**config.mk**
```make
export PLATFORM = sky130hd
export DESIGN_NAME = uart_tx_serializer
export DESIGN_NICKNAME = d
export VERILOG_FILES = /design/src/rtl/uart_pkg.sv /design/src/rtl/uart_baud_counter.sv /design/src/rtl/uart_tx_serializer.sv
export SDC_FILE = /design/constraint.sdc
export NUM_CORES = 1
export LEC_CHECK = 0
export ABC_AREA = 1
export BUFFER_PORTS_ARGS = -buffer_cell sky130_fd_sc_hd__buf_2
export CORE_AREA = 2 2 54 76
export CTS_CLUSTER_SIZE = 16
export DETAILED_ROUTE_END_ITERATION = 8
export DIE_AREA = 0 0 56 78
export HOLD_SLACK_MARGIN = 0.08
export PLACE_DENSITY_LB_ADDON = 0.2
export REMOVE_ABC_BUFFERS = 1
export SYNTH_ARGS = -nofsm -noshare
export SYNTH_HDL_FRONTEND = slang
export SYNTH_HIERARCHICAL = 1
export SYNTH_SLANG_ARGS = --single-unit
export TNS_END_PERCENT = 20
```
**constraint.sdc**
```tcl
create_clock -name clk -period 2 [get_ports clk]
set_input_delay 0.5 -clock clk [delete_from_list [all_inputs] [get_ports clk]]
set_output_delay 0.5 -clock clk [all_outputs]
set_load 0.02 [all_outputs]
```
**src/rtl/uart_pkg.sv**
```systemverilog
// Shared definitions for the UART transmit path: FSM state encoding, default
// baud divisor and the frame-length helper.
package uart_pkg;

  localparam int DEFAULT_CLKS_PER_BIT = 868;

  typedef enum logic [2:0] {
    IDLE   = 3'd0,
    START  = 3'd1,
    DATA   = 3'd2,
    PARITY = 3'd3,
    STOP   = 3'd4
  } uart_state_e;

  // Clock cycles for which busy stays high for one complete frame.
  function automatic int unsigned frame_cycles(input int unsigned clks_per_bit,
                                               input int unsigned data_width,
                                               input int unsigned parity_en,
                                               input int unsigned stop_bits);
    return clks_per_bit * (1 + data_width + parity_en + stop_bits);
  endfunction

endpackage

```
**src/rtl/uart_baud_counter.sv**
```systemverilog
// Bit-period counter: counts 0..CLKS_PER_BIT-1 and flags the terminal count.
// Clearing on frame accept aligns the first bit period to the accept edge.
module uart_baud_counter
  import uart_pkg::*;
#(
  parameter int CLKS_PER_BIT = DEFAULT_CLKS_PER_BIT
) (
  input  logic clk,
  input  logic rst,
  input  logic clear,
  output logic tick
);

  localparam int CW = $clog2(CLKS_PER_BIT);
  localparam logic [CW-1:0] TERM = CW'(CLKS_PER_BIT - 1);

  logic [CW-1:0] cnt;

  assign tick = (cnt == TERM);

  always_ff @(posedge clk) begin
    if (rst || clear) begin
      cnt <= '0;
    end else if (tick) begin
      cnt <= '0;
    end else begin
      cnt <= cnt + CW'(1);
    end
  end

endmodule

```
**src/rtl/uart_tx_serializer.sv**
```systemverilog
// UART transmit serializer: start bit, LSB-first data, optional parity, 1 or 2
// stop bits. tx, busy and tx_ready are all driven straight from flops.
module uart_tx_serializer
  import uart_pkg::*;
#(
  parameter int DATA_WIDTH   = 8,
  parameter int CLKS_PER_BIT = DEFAULT_CLKS_PER_BIT,
  parameter int PARITY_EN    = 0,
  parameter int PARITY_ODD   = 0,
  parameter int STOP_BITS    = 1
) (
  input  logic                  clk,
  input  logic                  rst,
  input  logic [DATA_WIDTH-1:0] data_in,
  input  logic                  tx_start,
  output logic                  tx,
  output logic                  busy,
  output logic                  tx_ready,
  output logic                  tx_done
);

  if (STOP_BITS != 1 && STOP_BITS != 2) begin : g_bad_stop_bits
    $error("uart_tx_serializer: STOP_BITS must be 1 or 2");
  end
  if (DATA_WIDTH < 5 || DATA_WIDTH > 9) begin : g_bad_data_width
    $error("uart_tx_serializer: DATA_WIDTH must be 5..9");
  end
  if (CLKS_PER_BIT < 2) begin : g_bad_clks_per_bit
    $error("uart_tx_serializer: CLKS_PER_BIT must be >= 2");
  end

  localparam int BW = $clog2(DATA_WIDTH + 1);
  localparam logic [BW-1:0] BIT_LAST  = BW'(DATA_WIDTH - 1);
  localparam logic          STOP_LAST = 1'(STOP_BITS - 1);

  uart_state_e           state, state_n;
  logic [DATA_WIDTH-1:0] shift_reg, shift_n;
  logic                  parity_q, parity_n;
  logic [BW-1:0]         bit_cnt, bit_cnt_n;
  logic                  stop_cnt, stop_cnt_n;
  logic                  tx_q, tx_n;
  logic                  busy_q, busy_n;
  logic                  ready_q;
  logic                  baud_clear;
  logic                  tick;

  uart_baud_counter #(
    .CLKS_PER_BIT(CLKS_PER_BIT)
  ) u_baud (
    .clk  (clk),
    .rst  (rst),
    .clear(baud_clear),
    .tick (tick)
  );

  always_ff @(posedge clk) begin
    if (rst) begin
      state     <= IDLE;
      shift_reg <= '0;
      parity_q  <= 1'b0;
      bit_cnt   <= '0;
      stop_cnt  <= 1'b0;
      tx_q      <= 1'b1;
      busy_q    <= 1'b0;
      ready_q   <= 1'b1;
    end else begin
      state     <= state_n;
      shift_reg <= shift_n;
      parity_q  <= parity_n;
      bit_cnt   <= bit_cnt_n;
      stop_cnt  <= stop_cnt_n;
      tx_q      <= tx_n;
      busy_q    <= busy_n;
      ready_q   <= ~busy_n;
    end
  end

  // tx_n is the line level for the cycle after the edge, so every bit change
  // is decided at the transition that enters the new bit.
  always_comb begin
    state_n    = state;
    shift_n    = shift_reg;
    parity_n   = parity_q;
    bit_cnt_n  = bit_cnt;
    stop_cnt_n = stop_cnt;
    tx_n       = tx_q;
    busy_n     = busy_q;
    baud_clear = 1'b0;
    tx_done    = 1'b0;
    case (state)
      IDLE: begin
        tx_n = 1'b1;
        if (tx_start) begin
          state_n    = START;
          shift_n    = data_in;
          parity_n   = (^data_in) ^ 1'(PARITY_ODD);
          bit_cnt_n  = '0;
          stop_cnt_n = 1'b0;
          tx_n       = 1'b0;
          busy_n     = 1'b1;
          baud_clear = 1'b1;
        end
      end
      START: begin
        if (tick) begin
          state_n = DATA;
          tx_n    = shift_reg[0];
        end
      end
      DATA: begin
        if (tick) begin
          if (bit_cnt == BIT_LAST) begin
            bit_cnt_n = '0;
            if (PARITY_EN != 0) begin
              state_n = PARITY;
              tx_n    = parity_q;
            end else begin
              state_n = STOP;
              tx_n    = 1'b1;
            end
          end else begin
            bit_cnt_n = bit_cnt + BW'(1);
            shift_n   = shift_reg >> 1;
            tx_n      = shift_n[0];
          end
        end
      end
      PARITY: begin
        if (tick) begin
          state_n = STOP;
          tx_n    = 1'b1;
        end
      end
      STOP: begin
        tx_n = 1'b1;
        if (tick) begin
          if (stop_cnt == STOP_LAST) begin
            state_n    = IDLE;
            stop_cnt_n = 1'b0;
            busy_n     = 1'b0;
            tx_done    = 1'b1;
          end else begin
            stop_cnt_n = stop_cnt + 1'b1;
          end
        end
      end
      default: begin
        state_n = IDLE;
        tx_n    = 1'b1;
        busy_n  = 1'b0;
      end
    endcase
  end

  assign tx       = tx_q;
  assign busy     = busy_q;
  assign tx_ready = ready_q;

endmodule

```
# [Word-level counts from Yosys, hierarchy flattened]
# Index checks and enable logic that the tools add are counted.
[totals] ff_bits=29 input_bits=11 out_inout_bits=4 word_cells=72
[op_classes] n_addsub=3 eq_ne=14 n_mux=35 bitwise=1 reduce_logical=11
[op_table] op="$mux W8" count=3
[op_table] op="$mux W3" count=7
[op_table] op="$mux W1" count=16
[op_table] op="$ne A2 B2 Y1 const B" count=8
[op_table] op="$pmux W8 S2" count=1
[op_table] op="$pmux W3 S5" count=1
[op_table] op="$mux W4" count=3
[op_table] op="$add A10 B1 Y10 const B" count=1
[op_table] op="$eq A10 B10 Y1 const B" count=1
[op_table] op="$reduce_and A3 Y1" count=3
[op_table] op="$pmux W4 S2" count=1
[op_table] op="$reduce_and A7 Y1" count=1
[op_table] op="$eq A3 B2 Y1 const B" count=2
[op_table] op="$add A4 B1 Y4 const B" count=1
[op_table] op="$eq A4 B3 Y1 const B" count=1
[op_table] op="$pmux W1 S4" count=1
[op_table] op="$reduce_and A4 Y1" count=1
[op_table] op="$reduce_bool A2 Y1" count=2
[op_table] op="$eq A3 B1 Y1 const B" count=1
[op_table] op="$eq A3 B3 Y1 const B" count=1
[op_table] op="$logic_not A3 Y1" count=1
[op_table] op="$pmux W1 S3" count=1
[op_table] op="$reduce_or A3 Y1" count=1
[op_table] op="$pmux W1 S2" count=1
[op_table] op="4 further kinds" count=4

# [Longest topological paths before layout]
# Gate-level depths: netlist (run 1).
[logic_depth] word_depth=4 depth_mapped=13 mapped_depth_nobuf=13

# [Hierarchy]
# The synthesis (run 1) kept the hierarchy.
[modules_own_cells] mod="uart_tx_serializer" instances=1 cells_each=154 area_each_um2=984.7 seq_area_each_um2=360.3
[modules_own_cells] mod="uart_baud_counter" instances=1 cells_each=63 area_each_um2=488.0 seq_area_each_um2=200.2

# [Worst setup path before layout (run 1)]
# Ideal clock, no wire load.
[synth_path] kind="register -> output" startpoint="reg u_baud.cnt[0]" endpoint="out tx_done" t_arrival_ns=1.567 required_ns=1.500 slack_ns=-0.067 stages_incl_launch_ff=8 n_path_buf=0 cell_sequence="dfxtp_1 -> ha_1 -> nand2_1 -> nor2_1 -> nand3_2 -> inv_1 -> inv_1 -> nor4_1"
[synth_between] elab_chain_cells=3
[synth_lines] element="start: declaration" line_no="uart_baud_counter.sv:17" text="logic [CW-1:0] cnt;"
[synth_lines] element="start signal: assignment" line_no="uart_baud_counter.sv:27" text="cnt <= cnt + CW'(1);"
[synth_lines] element="$eq A10 B10 Y1" line_no="uart_baud_counter.sv:19" text="assign tick = (cnt == TERM);"
[synth_lines] element="net tick" line_no="uart_tx_serializer.sv:45" text="logic tick;"
[synth_lines] element="$mux W1" line_no="uart_tx_serializer.sv:136" text="if (tick) begin"
[synth_lines] element="$mux W1" line_no="uart_tx_serializer.sv:90" text="case (state)"
[synth_lines] element="end: declaration" line_no="uart_tx_serializer.sv:19" text="output logic tx_done"
# The timed path passes the listed nets, and every way through them passes these cells.

# [Worst setup path after layout (run 1)]
# Same ends and word-level chain as after synthesis.

==> metrics.yaml, run 1 <==
clocking:
  cts.path.max_buffers: 2
  h-tree-depth: 1
  clock_sinks: 28
  cts_buffers: 3
  cts_root_buffer: "clkbuf_8"
  clk_latency_ns: 0.28
  hold_buffers: 0
  clk_pin_slew_worst_paths_ns: 0.10
  cts_tree: "done"
run:
  drv_cap: 0
timing:
  rsz0062_at_grt: "yes"
  layout_min_cycle_time_ns: 1.91
  hold_viol_final: 0
  slew_headroom_pct: 64.8
  tns_ns: 0
  fin_crit_sh_pct: 95.7
  tightest_slew_ns: 0.525
  finalSetupViolCount: 0
  maxSlewViolCount: 0
  fin_skew_ns: 0.00295
  max_freq_mhz: 522
logic_synthesis:
  netlist_area_sq_um: 1470
  synth_top_area_cell: "dfxtp_1"
  synth_top_family_by_area: "simple AND/OR/NAND/NOR gates"
  yosysWarnings: 6
  synth_simple_gate_area_share_pct: 39.2
  yosysSeqAreaShare_pct: 38.1
  synthMuxAreaShare_pct: 0
  ys_async_sr_fraction_pct: 0
  synth_compound_area_share_pct: 8.58
  synthAdderAreaFrac_pct: 1.70
  synth_xor_area_share_pct: 2.97
  synth-edff-count: 0
  synthCells: 217
  synth_area_leaders: "dfxtp_1, nand2_1, nor2_1, inv_1, nand3_1"
  yosys.area.top_type_share_pct: 38.1
  yosysUniqueCellTypes: 23
  ys_ff_latch: 28
  synth_area_per_cell_sq_um: 6.79
  synth_flop_cell: "dfxtp_1"
setup_path:
  slowest_delay_ns: 0.36
  ff2ff_setup_slack_ns: 0.14
  cp_cell_sequence: "ha_4 -> nand2_2 -> nor2_2 -> nand3_2 -> inv_2 -> inv_2 -> nor4_4 -> buf_4"
  start_kind: "register"
  cp.required_ns: 1.50
  crit_type: "register to output pin"
  crit_top_cell: "inv_2"
  critPathSlowestCell: "dfxtp_2"
  end_kind: "output pin"
  crit_fanout: 2
  critPathArrivalTime_ns: 1.41
die:
  start_util_pct: 40.4
  die_x_microns: 56
  rows: 26
  pin_count: 15
  dieArea_sq_um: 4370
  fp.coreArea_sq_um: 3640
  die_h_microns: 78
drt:
  routed_via_density: 4.69
  vias: 1346
  route.antenna.remaining_nets: 0
  drc: 0
  first_pass_iters: 4
  finalWirelength_microns: 2990
  wire_per_inst_microns: 10.4
  drtIter0Drc: 39
power_and_ir_drop:
  ir_worst_vdd_mv: 0.515
  p_per_area_nw_per_um2: 1130
  leakagePower_uw: 0.000824
place:
  gp_congestion: 0.729
  io_buffer_count: 14
  dp_cells: 272
  dp_hpwl_microns: 2070
global_route:
  grt_pass1_wl_microns: 5050
  grt_pass1_vias: 1237
  grt_max_degree: 18
  overflow: 0
  grtUsageTotal_pct: 14.5
  antenna_found_initial: 0
layout:
  area_growth_pct: 21.6
  largest_register_ffs: 10
  n_antenna_cell: 0
  fillers: 389
  stdcell_count: 287
  nNetsFinal: 259
  layout-drive-gt1-share_pct: 25.7
outcome:
  run_status: "finished, final reports clean"
hold_path:
  hold_class: "primary input to register"
stage by stage:
step | hold WS, ns | power [uW] | cell area, sq um | utilization, % | setup WS (ns)
after global placement | 0.432 | 1530 | 1580 | 43.4 | 0.163
after CTS | 0.440 | 2020 | 1760 | 48.4 | -0.0583
after detailed placement | 0.451 | 1530 | 1580 | 43.4 | 0.127
after floorplan | 0.417 | 1360 | 1450 | - | -0.0667
final | 0.453 | 2020 | 1790 | 49.1 | 0.0858
after global routing | 0.438 | 2200 | 1790 | 49.1 | -0.0129
worst paths after layout:
kind | startpoint | end | cells past startpoint
worst max-delay path | u_baud/cnt[0]$_SDFF_PP0_ | tx_done | 8
worst min-delay path | rst | shift_reg[7]$_SDFFE_PP0P_ | 2
worst min register to register | shift_reg[7]$_SDFFE_PP0P_ | shift_reg[7]$_SDFFE_PP0P_ | 2
worst max register to register | u_baud/cnt[0]$_SDFF_PP0_ | u_baud/cnt[8]$_SDFF_PP0_ | 13
layout by cell type, fill, tap and decap left out, types with 2 or more instances in the layout:
| cell | instances |
|---|---|
| o21ai_0 | 10 |
| inv_2 | 4 |
| xnor2_1 | 2 |
| o21ai_1 | 2 |
| nand2_2 | 5 |
| buf_4 | 13 |
| inv_1 | 26 |
| dfxtp_2 | 3 |
| nor2_4 | 2 |
| nand3_2 | 4 |
| a21oi_2 | 3 |
| nor2_1 | 40 |
| dfxtp_1 | 25 |
| buf_2 | 13 |
| nor2_2 | 5 |
| a21oi_1 | 8 |
| nand2_4 | 3 |
| nand3_1 | 12 |
| clkbuf_8 | 3 |
| xor2_1 | 3 |
| nand2_1 | 52 |
power by group:
group | leakage, uW | internal (uW) | switching, uW | total, uW
clock | 0.0000357 | 268 | 183 | 451
combinational | 0.000558 | 272 | 510 | 781
sequential | 0.000231 | 686 | 97.4 | 784
what timing repair did:
| action | 4_1_cts | 5_1_grt |
|---|---|---|
| gates cloned | 0 | 1 |
| gates resized for setup | 10 | 5 |
| endpoints found under the setup margin | 1 | 11 |
| pin swaps | 4 | 3 |
| buffers inserted | 10 | 1 |
routing by layer:
layer | track usage, % | vias up | part of all wire, %
met4 | 7.14 | 0 | 2.0
li1 | - | 726 | -
met3 | 2.33 | 5 | 2.5
met2 | 27.9 | 14 | 52
met1 | 14.6 | 601 | 44
met5 | 0 | - | 0
kinds of logic (layout without fill, tap and decap cells):
group | Yosys count | in the layout
AND/OR/NAND/NOR | 126 | 127
buffers and inverters | 33 | 60
flip-flops | 28 | 28
AO/OA/AOI/OAI | 23 | 23
XOR/XNOR | 5 | 5
adder cells (fa/ha/maj) | 2 | 2
synth_stat cells (3+ instances only):
library cell  number
nand2_2            4
o21ai_0           10
nor2_1            42
dfxtp_1           28
nand2_4            3
inv_1             29
nor2_2             3
nand2_1           53
nand3_2            4
nand3_1           12
xor2_1             3
a21oi_1            8
a21oi_2            3
area by class of cell:
cell class | instances | area, sq um | share of cell area, %
clock inverters | 1 | 30.0 | 1.68
repair buffers | 26 | 163 | 9.08
well taps | 42 | 52.6 | 2.94
flip-flops and latches | 28 | 564 | 31.5
clock buffers | 3 | 41.3 | 2.31
multi-input cells | 157 | 827 | 46.2
inverters | 30 | 113 | 6.29
critical path, delay by kind of cell (launching register included):
kind | cells | cell delay [ns]
adders and majority gates | 1 | 0.14
buffers and inverters | 3 | 0.29
DFF | 1 | 0.36
and+or+nand+nor | 4 | 0.34
No activity file was read; power rests on OpenSTA's default activity.
==> run 2, diff against run 1 <==
Settings changed: GPL_TIMING_DRIVEN from default to 0.
==> metrics.yaml, run 2 (synthesized netlist as in run 1, its figures left out) <==
outcome:
  run_status: "finished, final reports clean"
setup_path:
  crit_family: "flip-flops"
  cp_cell_sequence: "ha_4 -> nand2_4 -> nor2_4 -> nand3_2 -> inv_2 -> inv_4 -> nor4_4 -> buf_4"
  cp_num_buf_inv: 3
  critPathArrivalTime_ns: 1.46
  crit_type: "register to output pin"
  reg2reg_from: "u_baud/cnt[0]$_SDFF_PP0_"
  start_kind: "register"
  critPathSlowestCell: "dfxtp_2"
  end_kind: "output pin"
  critical_path.startpoint: "u_baud/cnt[0]$_SDFF_PP0_"
  cp.required_ns: 1.50
  slowest_delay_ns: 0.37
  crit_fanout: 2
global_route:
  grtUsageTotal_pct: 13.9
  grt_max_degree: 18
  antenna_found_initial: 0
  grt_pass1_vias: 1153
  grt_pass1_wl_microns: 4890
  overflow: 0
hold_path:
  hold_class: "primary input to register"
  min_from: "rst"
power_and_ir_drop:
  leakagePower_uw: 0.000802
  ir_worst_vdd_mv: 0.530
  p_per_area_nw_per_um2: 1150
  fin_total_pwr_uw: 2010
place:
  dpl_cell_area_sq_um: 1570
  gp_congestion: 0.824
  dp_hpwl_microns: 2010
  io_buffer_count: 14
drt:
  route.antenna.remaining_nets: 0
  wire_per_inst_microns: 10.6
  vias: 1294
  drtIter0Drc: 22
  drc: 0
  finalWirelength_microns: 2970
  routed_via_density: 4.60
  first_pass_iters: 4
clocking:
  clk_latency_ns: 0.27
  clk_pin_slew_worst_paths_ns: 0.10
  clock_sinks: 28
  cts.path.max_buffers: 2
  cts_root_buffer: "clkbuf_8"
  cts_buffers: 3
  h-tree-depth: 1
  cts_tree: "done"
layout:
  n_antenna_cell: 0
  final_common_cell: "nand2_1"
  area_growth_pct: 18.4
  layout-drive-gt1-share_pct: 23.8
  multi_input_area_sq_um: 815
  most-common-layout-cells: "nand2_1, nor2_1, inv_1"
  nNetsFinal: 253
  fillers: 389
  regArea_sq_um: 566
  largest_register_ffs: 10
  final_util_pct: 47.9
  final_area_sq_um: 1740
timing:
  tightest_slew_ns: 0.434
  hold_viol_final: 0
  maxSlewViolCount: 0
  fin_skew_ns: 0.00456
  finalSetupViolCount: 0
  layout_min_cycle_time_ns: 1.96
  slew_headroom_pct: 71.0
  max_freq_mhz: 511
  fin_crit_sh_pct: 97.8
  rsz0062_at_grt: "yes"
die:
  rows: 26
  pin_count: 15
  die_h_microns: 78
  die_x_microns: 56
  start_util_pct: 40.4
  dieArea_sq_um: 4370
  fp.coreArea_sq_um: 3640
run:
  drv_cap: 0
## run 2: cell count changes in the layout (fill, tap and decap cells not counted), sizes merged
cell	previous run	this run
buf	26	21
nand2	61	60
## run 2: final cells by class
class                   instances  area share [%]
flip-flops and latches         28            32.4
well taps                      42            3.01
inverters                      30            6.60
multi-input cells             156            46.7
clock inverters                 1            1.72
repair buffers                 21            7.17
clock buffers                   3            2.37
## run 2: what timing repair did
action	in CTS	in global routing
hold buffers	0	0
setup endpoints to repair	1	1
pin swaps	4	3
buffers inserted	4	3
gates resized for setup	12	5
## run 2: path summary, 6_finish.rpt
check,endpoint,slack [ns],cells after the start
worst max-delay path,tx_done,0.04,8
worst min-delay path,shift_reg[7]$_SDFFE_PP0P_,0.45,2
worst max register to register,state[0]$_SDFFE_PP0P_,0.24,15
worst min register to register,shift_reg[7]$_SDFFE_PP0P_,0.49,2
## run 2: per-stage QoR
stage	std cells	hold WS, ns	setup TNS (ns)	setup slack (ns)
after floorplan	214	0.417	-0.0667	-0.0667
after global placement	270	0.434	0	0.0527
after detailed placement	270	0.439	0	0.0285
after CTS	278	0.443	-0.0990	-0.0990
after global routing	281	0.450	-0.0619	-0.0619
final	281	0.452	0	0.0442
## run 2: per-layer routing
| metal | track usage, % | share of wire (%) |
|---|---|---|
| met5 | 0 | 0 |
| met4 | 5.95 | 1.6 |
| met3 | 2.33 | 3.0 |
| met2 | 24.1 | 50 |
| met1 | 16.5 | 46 |
## run 2: worst reg2reg max path: cells and delay by family, from the launching register on
kind	cells	cell delay [ns]
buf+inv	5	0.48
flops	1	0.37
fa+ha+maj	1	0.15
simple gates	9	0.71
## run 2: report_power, final
part | switching (uW) | total, uW | internal [uW]
Clock | 184 | 452 | 268
Sequential | 93.0 | 779 | 686
Combinational | 504 | 775 | 271
==> run 3, diff against run 2 <==
==> constraint.sdc (replaced) <==
create_clock -name clk -period 2 [get_ports clk]
set_input_delay 0.1 -clock clk [delete_from_list [all_inputs] [get_ports clk]]
set_output_delay 0.1 -clock clk [all_outputs]
set_load 0.02 [all_outputs]
==> metrics.yaml, run 3 (synthesized netlist as in run 1, its figures left out) <==
outcome:
  run_status: "finished, final reports clean"
setup_path:
  critPathSlowestCell: "dfxtp_1"
  crit_type: "register to output pin"
  crit_fanout: 5
  critPathArrivalTime_ns: 1.69
  cp.required_ns: 1.90
  cp_cell_sequence: "ha_1 -> nand2_1 -> nor2_1 -> nand3_2 -> inv_1 -> inv_1 -> nor4_2 -> buf_2"
  slowest_delay_ns: 0.37
  end_kind: "output pin"
  crit_top_cell: "inv_1"
  start_kind: "register"
place:
  io_buffer_count: 14
  gp_congestion: 0.824
  dpl_cell_area_sq_um: 1570
  dp_hpwl_microns: 2010
global_route:
  antenna_found_initial: 0
  grtUsageTotal_pct: 13.2
  grt_pass1_vias: 1117
  grt_pass1_wl_microns: 4700
  grt_max_degree: 18
  overflow: 0
drt:
  route.antenna.remaining_nets: 0
  finalWirelength_microns: 2780
  drtIter0Drc: 29
  routed_via_density: 4.70
  vias: 1293
  drc: 0
  first_pass_iters: 4
  wire_per_inst_microns: 10.1
die:
  rows: 26
  start_util_pct: 40.4
  pin_count: 15
  die_h_microns: 78
  dieArea_sq_um: 4370
  fp.coreArea_sq_um: 3640
  die_x_microns: 56
timing:
  fin_skew_ns: 0.00417
  hold_viol_final: 0
  tns_ns: 0
  fin_crit_sh_pct: 89.5
  rsz0062_at_grt: "no"
  slew_headroom_pct: 70.6
  tightest_slew_ns: 0.440
  max_freq_mhz: 559
  maxSlewViolCount: 0
  finalSetupViolCount: 0
  layout_min_cycle_time_ns: 1.79
layout:
  layout-drive-gt1-share_pct: 17.2
  final_common_cell: "nand2_1"
  nNetsFinal: 247
  final_util_pct: 45.4
  area_growth_pct: 12.4
  regArea_sq_um: 561
  n_antenna_cell: 0
  largest_register_ffs: 10
  most-common-layout-cells: "nand2_1, nor2_1, inv_1"
  final_area_sq_um: 1660
  multi_input_area_sq_um: 778
  fillers: 396
clocking:
  clk_pin_slew_worst_paths_ns: 0.10
  cts_buffers: 3
  cts_tree: "done"
  clock_sinks: 28
  cts_root_buffer: "clkbuf_8"
  clk_latency_ns: 0.27
  h-tree-depth: 1
  post_cts_buffers: 0
  cts.path.max_buffers: 2
hold_path:
  hold_class: "primary input to register"
power_and_ir_drop:
  ir_worst_vdd_mv: 0.528
  p_per_area_nw_per_um2: 1180
  internal_power_uw: 1200
  switchingPower_uw: 759
  combPwrFrac_pct: 37.8
  p_sw_share_pct: 38.7
  pwr-share-seq_pct: 39.2
  leakagePower_uw: 0.000772
  clkPwrFrac_pct: 23.0
run:
  drv_cap: 0
[run 3: layout make-up]
type / instances / share of cell area, %
Multi-Input combinational cell: 156 / 47.0
Sequential cell: 28 / 33.9
Inverter: 30 / 6.80
Timing Repair Buffer: 15 / 4.84
Tap cell: 42 / 3.17
Clock buffer: 3 / 2.49
Clock inverter: 1 / 1.81
[run 3: repair_timing]
item,in CTS,in global routing
hold buffers,1,0
gates resized for setup,0,1
endpoints found under the setup margin,0,1
endpoints found under the hold margin,3,0
[run 3: worst paths after layout]
path / to / start / cells past startpoint / slack (ns)
max reg2reg: state[0]$_SDFFE_PP0P_ / u_baud/cnt[0]$_SDFF_PP0_ / 13 / 0.29
min: shift_reg[7]$_SDFFE_PP0P_ / data_in[7] / 3 / 0.11
max: tx_done / u_baud/cnt[0]$_SDFF_PP0_ / 8 / 0.21
min reg2reg: u_baud/cnt[0]$_SDFF_PP0_ / u_baud/cnt[0]$_SDFF_PP0_ / 1 / 0.46
[run 3: metrics by stage]
| step | power [uW] | instances | setup WS, ns | hold WS, ns |
|---|---|---|---|---|
| after global routing | 2130 | 275 | 0.0512 | 0.140 |
| after global placement | 1530 | 270 | 0.308 | 0.350 |
| after detailed placement | 1530 | 270 | 0.313 | 0.347 |
| final | 1960 | 275 | 0.210 | 0.112 |
| after floorplan | 1360 | 214 | 0.333 | 0.162 |
| after CTS | 1980 | 275 | 0.0948 | 0.0989 |
[run 3: worst max-delay path, delay by kind of cell (launching register included)]
kind	cells	cell delay, ns
adders and majority gates	1	0.21
buffers and inverters	3	0.38
DFF	1	0.37
and+or+nand+nor	4	0.45
[run 3: layer usage]
metal / wire length, microns / up-vias / track usage [%]
met2: 1340 / 24 / 22.4
met5: 0 / - / 0
met4: 47 / 0 / 5.95
met1: 1290 / 566 / 16.3
li1: - / 699 / -
met3: 103 / 4 / 2.17
[run 3: power by group through the flow]
stage,registers [uW],logic (uW),clock network (uW)
floorplan,792,572,0
global placement,778,748,0
detailed placement,780,745,0
CTS,767,751,466
global route,782,862,484
finish,768,741,450
